===== src/rtl/rf_writeback_ctrl.sv =====
// Register-file writeback controller: merges a single-cycle ALU result stream with a
// buffered mem/multi-cycle result FIFO onto the single RF write port. An accepted ALU write
// kills older queued writes to the same register, so the ALU value is the one that remains in
// the register file.
// Optional build macro RF_FWD_EN: when defined, the rs/rt forwarding lookup is present. When it
// is undefined, the lookup outputs are tied to zero and the lookup ports are left unused.
module rf_writeback_ctrl #(
    parameter int unsigned ADDR  = 5,
    parameter int unsigned BUS_W = 32,
    parameter int unsigned DEPTH = 4
) (
    input  logic                     reloj_cucu,
    input  logic                     reset,
    input  logic                     alu_valid,
    input  logic [ADDR-1:0]          alu_addr,
    input  logic [BUS_W-1:0]         alu_data,
    input  logic                     mem_valid,
    output logic                     mem_ready,
    input  logic [ADDR-1:0]          mem_addr,
    input  logic [BUS_W-1:0]         mem_data,
    output logic                     r_write,
    output logic [ADDR-1:0]          rd_addr,
    output logic [BUS_W-1:0]         rd_w_data,
    input  logic [ADDR-1:0]          rs_addr,
    output logic                     rs_hit,
    output logic [BUS_W-1:0]         rs_fwd,
    input  logic [ADDR-1:0]          rt_addr,
    output logic                     rt_hit,
    output logic [BUS_W-1:0]         rt_fwd,
    output logic [$clog2(DEPTH):0]   fifo_count
);

    localparam int unsigned PW = $clog2(DEPTH);
    localparam int unsigned CW = PW + 1;

    logic [DEPTH-1:0] live_q, live_d;
    logic [ADDR-1:0]  addr_q [DEPTH];
    logic [BUS_W-1:0] data_q [DEPTH];
    logic [PW-1:0]    wr_ptr_q, wr_ptr_d, rd_ptr_q, rd_ptr_d;
    logic [CW-1:0]    count_q, count_d;

    logic             r_write_q, r_write_d;
    logic [ADDR-1:0]  rd_addr_q, rd_addr_d;
    logic [BUS_W-1:0] rd_data_q, rd_data_d;

    logic push, pop, alu_wr;

    // mem_ready looks only at the registered count, so a same-cycle pop never frees a full FIFO
    assign mem_ready = (count_q < CW'(DEPTH));
    assign push      = mem_valid && mem_ready;
    assign alu_wr    = alu_valid && (alu_addr != '0);
    assign pop       = !alu_wr && (count_q != '0);

    assign r_write    = r_write_q;
    assign rd_addr    = rd_addr_q;
    assign rd_w_data  = rd_data_q;
    assign fifo_count = count_q;

    // Next-state for FIFO bookkeeping: kill older same-address entries, retire head, append tail
    always_comb begin
        live_d   = live_q;
        wr_ptr_d = wr_ptr_q;
        rd_ptr_d = rd_ptr_q;
        count_d  = count_q;
        if (alu_wr) begin
            for (int i = 0; i < DEPTH; i++) begin
                if (addr_q[i] == alu_addr) live_d[i] = 1'b0;
            end
        end
        // Clearing live on pop keeps live implying occupied
        if (pop) begin
            live_d[rd_ptr_q] = 1'b0;
            rd_ptr_d         = rd_ptr_q + PW'(1);
        end
        // Applied after the kill so a same-cycle push is treated as younger than the ALU write
        if (push) begin
            live_d[wr_ptr_q] = (mem_addr != '0);
            wr_ptr_d         = wr_ptr_q + PW'(1);
        end
        case ({push, pop})
            2'b10:   count_d = count_q + CW'(1);
            2'b01:   count_d = count_q - CW'(1);
            default: count_d = count_q;
        endcase
    end

    // Next-state for the registered write port: ALU first, then FIFO head, else idle
    always_comb begin
        r_write_d = 1'b0;
        rd_addr_d = rd_addr_q;
        rd_data_d = rd_data_q;
        if (alu_wr) begin
            r_write_d = 1'b1;
            rd_addr_d = alu_addr;
            rd_data_d = alu_data;
        end else if (pop) begin
            r_write_d = live_q[rd_ptr_q];
            rd_addr_d = addr_q[rd_ptr_q];
            rd_data_d = data_q[rd_ptr_q];
        end
    end

    // Control state with synchronous reset; queued entries are dropped without a write
    always_ff @(posedge reloj_cucu) begin
        if (reset) begin
            live_q    <= '0;
            wr_ptr_q  <= '0;
            rd_ptr_q  <= '0;
            count_q   <= '0;
            r_write_q <= 1'b0;
            rd_addr_q <= '0;
            rd_data_q <= '0;
        end else begin
            live_q    <= live_d;
            wr_ptr_q  <= wr_ptr_d;
            rd_ptr_q  <= rd_ptr_d;
            count_q   <= count_d;
            r_write_q <= r_write_d;
            rd_addr_q <= rd_addr_d;
            rd_data_q <= rd_data_d;
        end
    end

    // FIFO payload storage; contents are meaningless unless the slot is occupied
    always_ff @(posedge reloj_cucu) begin
        if (push) begin
            addr_q[wr_ptr_q] <= mem_addr;
            data_q[wr_ptr_q] <= mem_data;
        end
    end

`ifdef RF_FWD_EN
    logic [ADDR-1:0]  lk_addr [2];
    logic             lk_hit  [2];
    logic [BUS_W-1:0] lk_data [2];
    logic [PW-1:0]    idx;

    assign lk_addr[0] = rs_addr;
    assign lk_addr[1] = rt_addr;

    // Forwarding search: output register is oldest, then FIFO scanned head to tail so the
    // youngest live match wins
    always_comb begin
        idx = '0;
        for (int p = 0; p < 2; p++) begin
            lk_hit[p]  = 1'b0;
            lk_data[p] = '0;
            if (r_write_q && (rd_addr_q == lk_addr[p])) begin
                lk_hit[p]  = 1'b1;
                lk_data[p] = rd_data_q;
            end
            for (int k = 0; k < DEPTH; k++) begin
                idx = rd_ptr_q + PW'(k);
                if ((CW'(k) < count_q) && live_q[idx] && (addr_q[idx] == lk_addr[p])) begin
                    lk_hit[p]  = 1'b1;
                    lk_data[p] = data_q[idx];
                end
            end
            if (lk_addr[p] == '0) begin
                lk_hit[p]  = 1'b0;
                lk_data[p] = '0;
            end
        end
    end

    assign rs_hit = lk_hit[0];
    assign rs_fwd = lk_data[0];
    assign rt_hit = lk_hit[1];
    assign rt_fwd = lk_data[1];
`else
    logic unused_lookup;
    assign unused_lookup = ^{rs_addr, rt_addr};
    assign rs_hit = 1'b0;
    assign rs_fwd = '0;
    assign rt_hit = 1'b0;
    assign rt_fwd = '0;
`endif

endmodule


===== config.mk =====
export PLATFORM = sky130hd
export DESIGN_NAME = rf_writeback_ctrl
export DESIGN_NICKNAME = d
export VERILOG_FILES = /design/src/rtl/rf_writeback_ctrl.sv
export SDC_FILE = /design/constraint.sdc
export NUM_CORES = 1
export LEC_CHECK = 0
export ABC_AREA = 1
export CAP_MARGIN = 20
export CORE_MARGIN = 2
export CORE_UTILIZATION = 35
export DETAILED_ROUTE_END_ITERATION = 7
export SLEW_MARGIN = 20
export SYNTH_ARGS = -nofsm -noshare
export SYNTH_HDL_FRONTEND = slang
export SYNTH_SLANG_ARGS = --single-unit

===== constraint.sdc =====
create_clock -name reloj_cucu -period 6 [get_ports reloj_cucu]
set_input_delay 1.2 -clock reloj_cucu [delete_from_list [all_inputs] [get_ports reloj_cucu]]
set_output_delay 1.2 -clock reloj_cucu [all_outputs]
set_load 0.03 [all_outputs]

======== After elaboration in Yosys (flattened, before gate mapping) ========
Memories as Yosys holds them, arrays and structs flattened. A register that Yosys moved wholly into a read port is not among the register bits.
Cells that the tools add are included.
W data, S select, Z words.
operators by class
  add/subtract/negate cells ............... 4
  $mul .................................... 0
  divide/modulo/power cells ............... 0
  magnitude comparators ................... 5
  equal/unequal tests ..................... 6
  shift operators ......................... 0
  muxes and demuxes ....................... 27
  bitwise gates (word level) .............. 2
  reductions and logical operators ........ 11
operators with widths
  kind                   number
  $mux W32               2
  $eq A5 B5 Y1           4
  $mux W4                3
  $mux W1                11
  $mux W5                2
  $reduce_bool A5 Y1     2
  $mux W2                4
  $lt A2 B3 Y1 const B   2
  $pmux W3 S2            1
  $logic_and A1 B1 Y1    5
  $add A2 B1 Y2 const B  2
  $and A4 B4 Y4          1
  $bwmux W4              1
  $demux W1 S2           2
  $ge A2 B1 Y1 const B   2
  $not A4 Y4             1
  $reduce_bool A2 Y1     2
  $add A3 B1 Y3 const B  1
  $lt A3 B3 Y1 const B   1
  $reduce_bool A3 Y1     1
  $sub A3 B1 Y3 const B  1
  $bmux W1 S2            1
  $eq A2 B1 Y1 const B   1
  $eq A2 B2 Y1 const B   1
  $logic_not A1 Y1       1
word-level totals
  register bits ........................... 49
  latch bits .............................. 0
  memory bits (writable) .................. 148
  bits in read-only memories .............. 0
  output and inout port bits .............. 108
  word-level logic and storage cells ...... 64
  memories ................................ 2
memories
  memory  words  bits a word  rd ports  clocked after Yosys merged registers in  write ports  RTL line  RTL
  data_q  4      32           1         1                                        1            38        logic [BUS_W-1:0] data_q [DEPTH];
  addr_q  4      5            5         1                                        1            37        logic [ADDR-1:0] addr_q [DEPTH];

======== Depth between registers and ports, before layout ========
  word-level depth ........................ 9
  depth in mapped cells ................... 14

======== Worst setup path after synthesis ========
No wires, ideal clock.
  path type ............................... input to register
  start ................................... input port alu_addr[3]
  end ..................................... register count_q[2] (netlist: fifo_count[2])
  library setup time ...................... 132 ps
  arrival time ............................ 2867 ps
  data required time ...................... 5868 ps
  slack ................................... 3001 ps
  stages .................................. 14
  buffers on the path ..................... 2
  path through ............................ buf_2 > nor2_2 > nand3_2 > nand2_4 > nand2_2 > inv_2 > buf_6 > ha_1 > inv_1 > fa_1 > a21oi_1 > o21ai_0 > o21ai_0 > a21oi_1
on the way
  word-level cells in the longest chain between the ends .. 6
ends and longest elaborated chain
  element                                                   RTL line  RTL
  start: declaration                                        15        input logic [ADDR-1:0] alu_addr,
  $reduce_bool A5 Y1 (*)                                    51        assign alu_wr = alu_valid && (alu_addr != '0);
  $logic_and A1 B1 Y1 (*)                                   51
  $logic_not A1 Y1 (*)                                      52        assign pop = !alu_wr && (count_q != '0);
  $logic_and A1 B1 Y1 (*)                                   52
  via pop                                                   46        logic push, pop, alu_wr;
  $eq A2 B1 Y1 / $eq A2 B2 Y1 (equally long branches)       80        case ({push, pop})
  $pmux W3 S2 / $reduce_bool A2 Y1 (equally long branches)  n/a
  end signal: assignment                                    117       count_q <= count_d;
  end: declaration                                          40        logic [CW-1:0] count_q, count_d;
Mark *: on every way through the listed nets, which the timed path passes. The rest lies on a longest branch.
A chain may end at the register's enable or synchronous reset.

======== Worst setup path in the final report ========
  start ................................... input port alu_addr[4]
  end ..................................... register count_q[2] (netlist: fifo_count[2])
on the way
  word-level cells in the longest chain between the ends .. 6
ends and longest elaborated chain
  element                                                   RTL line
  $reduce_bool A5 Y1 (*)                                    51
  $logic_and A1 B1 Y1 (*)                                   51
  $logic_not A1 Y1 (*)                                      52
  $logic_and A1 B1 Y1 (*)                                   52
  $eq A2 B1 Y1 / $eq A2 B2 Y1 (equally long branches)       80
  $pmux W3 S2 / $reduce_bool A2 Y1 (equally long branches)  n/a
Every way passes the cells marked *; elsewhere a longest branch is shown, timed or not.

==> impl_metrics.py <==
metrics = {
    "cells_and_area": {
        "non_filler_cells_in_the_finished_layout": 1281,
        "areaGrowthSynthToFinish_pct": 19.8,
        "antenna-diode-count": 0,
        "final_design_area_no_fill_um2": 10500,
        "final_nets": 1042,
        "num-fill-cells": 2312,
        "drive_above_1_share_pct": 5.96,
        "final_core_util_pct": 42.9,
    },
    "synth": {
        "synthCells": 844,
        "seq_area_frac_synth_pct": 62.4,
        "asyncSetResetFlopFracSynth_pct": 0,
        "synth_top_cells_by_count": "148 x sky130_fd_sc_hd__edfxtp_1, 129 x sky130_fd_sc_hd__nand2_1, 118 x sky130_fd_sc_hd__o21ai_0, 102 x sky130_fd_sc_hd__nor2_1, 73 x sky130_fd_sc_hd__buf_4",
        "synth_edf_count": 148,
        "count_leader_synth": "sky130_fd_sc_hd__edfxtp_1",
        "postSynthRegisterBits": 199,
        "synth_largest_type_area_fraction_pct": 50.7,
        "synth_cell_type_count": 31,
        "synth_area_leader_cell": "sky130_fd_sc_hd__edfxtp_1",
        "synth_flop_cell": "sky130_fd_sc_hd__edfxtp_1",
        "mappedNetlistArea_um2": 8760,
        "ys_top_cells_by_area": "sky130_fd_sc_hd__edfxtp_1 51%, sky130_fd_sc_hd__dfxtp_1 12%, sky130_fd_sc_hd__o21ai_0 6.7%, sky130_fd_sc_hd__buf_4 6.3%, sky130_fd_sc_hd__nand2_1 5.5%",
        "synthesis.yosys.warnings": 0,
        "syn_area_per_cell_um2": 10.4,
    },
    "global_routing": {
        "grt_use_total_pct": 14.9,
        "wire_length_of_the_first_global_routing_pass_mm": 29.8,
        "first_global_vias": 5482,
        "grt_antenna_before_repair": 2,
        "grt-ovfl-total": 0,
        "grt_max_degree": 76,
    },
    "cts": {
        "cts-htree-levels": 4,
        "clk_pin_slew_ps": 70,
        "clock_latency_of_the_later_clocked_register_in_the_worst_skew_pair_ps": 430,
        "ctsLongestPathBuffers": 2,
        "resized_gates_after_cts": 0,
        "cts-hold-fix-buffers": 0,
        "tritoncts.num_buffers": 17,
        "post_cts.repair.setup_buffers": 0,
        "cts_tree": "built",
        "cts_sinks": 199,
        "cts_root_buffer_type": "sky130_fd_sc_hd__clkbuf_16",
    },
    "sta": {
        "clock_skew_ps": 12.7,
        "post-route-min-period_ps": 3950,
        "finalHoldViolations": 0,
        "report.final.setup_viol": 0,
        "timing.final.max_slew_violations": 0,
        "timing_worst_slew_pin_value_ps": 1010,
        "fmax_mhz": 253,
        "setup_tns_ps": 0,
        "relSlewSlack_pct": 32.3,
        "rsz_0062_raised_after_global_routing": "false",
        "layout_worst_path_cycle_share_pct": 65.9,
    },
    "setup_path": {
        "path_cells": "clkdlybuf4s50_1 -> nor2_4 -> nand3_2 -> nand2_4 -> nand2_2 -> inv_2 -> ha_1 -> inv_1 -> fa_1 -> a21oi_1 -> o21ai_0 -> o21ai_0 -> a21oi_1",
        "max_fo_critical_path": 30,
        "cpMaxStageDelayCell": "sky130_fd_sc_hd__clkdlybuf4s50_1",
        "setup.worst_path.end_class": "flip-flop",
        "critical_path.max_stage_delay_ps": 610,
        "cp.arrival_ps": 4270,
        "r2r_start": "fifo_count[2]",
        "endpoint_of_the_worst_slack_reg_to_reg_timing_path": "fifo_count[1]",
        "crit_required_ps": 6320,
        "crit_start": "alu_addr[4]",
        "setup.reg_to_reg.worst_slack_ps": 3080,
        "setup.worst_path.start_class": "input port",
        "rr_worst_depth": 10,
        "setup.worst_path.class": "in -> reg",
        "critical_path.endpoint": "fifo_count[2]",
    },
    "route": {
        "drt-total-wl_mm": 19.4,
        "drt_iter0_markers": 333,
        "wire_per_inst_um": 15.2,
        "post_drt_via_cell_ratio": 4.59,
        "drt_first_pass_iters": 4,
        "via_count_of_the_routed_design": 5881,
        "ant_nets": 0,
        "route.detailed.drc": 0,
    },
    "floorplanning": {
        "fp_rows": 57,
        "design.die.area_um2": 26300,
        "ioPinCount": 196,
        "starting_density_of_the_core_pct": 35.8,
        "coreArea_um2": 24500,
        "die_h_um": 162,
        "die_width_um": 162,
    },
    "place": {
        "place.detailed.hpwl_mm": 11.7,
        "gp_congestion": 0.740,
        "numPlacedInstances": 1248,
        "placement.cell_area_um2": 9880,
        "numPortBuffers": 119,
    },
    "pwr": {
        "p_per_area_nw_per_um2": 408,
        "power.leakage_nw": 3.97,
        "irDropWorstVdd_mv": 0.212,
        "totalPowerFinal_mw": 4.29,
    },
    "run": {
        "timing.max_cap.violations": 0,
    },
    "min_path": {
        "worst_hold_path_type": "reg -> reg",
        "timing.hold.worst_path_depth": 2,
    },
    "outcome": {
        "run_status": "finished, final reports clean",
    },
}
==> cells in the final DEF (no fill, tap or decap), types with 3 or more instances in the layout <==
| master | n |
|---|---|
| sky130_fd_sc_hd__a21oi_1 | 32 |
| sky130_fd_sc_hd__inv_2 | 7 |
| sky130_fd_sc_hd__clkbuf_16 | 17 |
| sky130_fd_sc_hd__nand3_1 | 37 |
| sky130_fd_sc_hd__edfxtp_1 | 148 |
| sky130_fd_sc_hd__o21ai_1 | 6 |
| sky130_fd_sc_hd__or2_2 | 3 |
| sky130_fd_sc_hd__xnor2_1 | 16 |
| sky130_fd_sc_hd__nor2_1 | 102 |
| sky130_fd_sc_hd__inv_1 | 43 |
| sky130_fd_sc_hd__o21ai_0 | 118 |
| sky130_fd_sc_hd__nand2_1 | 129 |
| sky130_fd_sc_hd__dfxtp_1 | 50 |
| sky130_fd_sc_hd__ha_1 | 9 |
| sky130_fd_sc_hd__clkdlybuf4s50_1 | 119 |
| sky130_fd_sc_hd__inv_6 | 3 |
| sky130_fd_sc_hd__inv_8 | 3 |
| sky130_fd_sc_hd__a31oi_1 | 3 |
| sky130_fd_sc_hd__conb_1 | 66 |
| sky130_fd_sc_hd__clkinv_4 | 5 |
| sky130_fd_sc_hd__o22ai_1 | 20 |
| sky130_fd_sc_hd__buf_4 | 5 |
==> power breakdown <==
group          switching, mW  total, mW  internal [mW]
registers             0.0775       1.77           1.69
logic                  0.939       1.38          0.443
clock network          0.542       1.13          0.592
==> worst min-delay path by stage <==
| stage | from | to | slack, ps |
|---|---|---|---|
| CTS | wr_ptr_q[1] | wr_ptr_q[1] | 550 |
| global placement | wr_ptr_q[1] | wr_ptr_q[1] | 520 |
| finish | wr_ptr_q[1] | wr_ptr_q[1] | 540 |
| global route | rd_w_data[26] | rd_w_data[26] | 580 |
| floorplan | wr_ptr_q[1] | wr_ptr_q[1] | 490 |
| detailed placement | rd_w_data[0] | rd_w_data[0] | 530 |
==> logic make-up (layout without fill, tap and decap cells) <==
kind of cell / after synthesis / count (layout) / synth area share (%)
XOR/XNOR: 16 / 16 / 1.60
buffers and inverters: 160 / 208 / 10.9
adder cells (fa/ha/maj): 10 / 10 / 1.51
flip-flops: 199 / 199 / 62.4
AO/OA/AOI/OAI: 179 / 179 / 10.6
AND/OR/NAND/NOR: 279 / 279 / 13.0
other: 1 / 66 / 0.0428
==> critical path, delay by kind of cell <==
family                     cells  cell delay, ps
adders and majority gates      2             630
buffers and inverters          3            1130
and+or+nand+nor                4             800
AOI/OAI and AO/OA              4             500
==> cell type report <==
cell class	count	area [um^2]	share of cell area, %
Clock inverter	15	165	1.57
Multi-Input combinational cell	550	2590	24.7
Inverter	51	194	1.85
Sequential cell	199	5470	52.1
Clock buffer	17	425	4.05
Timing Repair Buffer	125	1250	11.9
Tap cell	324	405	3.86
==> flip-flops by register name, indices dropped and copies added (netlist names), named ones only <==
| register | cells |
|---|---|
| rd_addr | 5 |
| rd_w_data | 32 |
| addr_q | 20 |
| r_write | 1 |
| data_q | 128 |
| live_q | 4 |
| wr_ptr_q | 2 |
| fifo_count | 3 |
| rd_ptr_q | 2 |
==> through the flow <==
stage          worst slack, ps  hold slack, ps
2_1_floorplan             3000             490
3_3_place_gp              1630             518
3_5_place_dp              1590             532
4_1_cts                   2050             547
5_1_grt                   1790             578
6_report                  2050             543
==> layer usage <==
| metal | GRT usage, % | wire length [um] | vias to the layer above |
|---|---|---|---|
| li1 | - | - | 2921 |
| met1 | 19.6 | 9110 | 2772 |
| met2 | 25.0 | 9160 | 166 |
| met3 | 3.50 | 945 | 18 |
| met4 | 3.86 | 182 | 4 |
| met5 | 0 | 25 | - |
No activity file was read; power rests on OpenSTA's default activity.
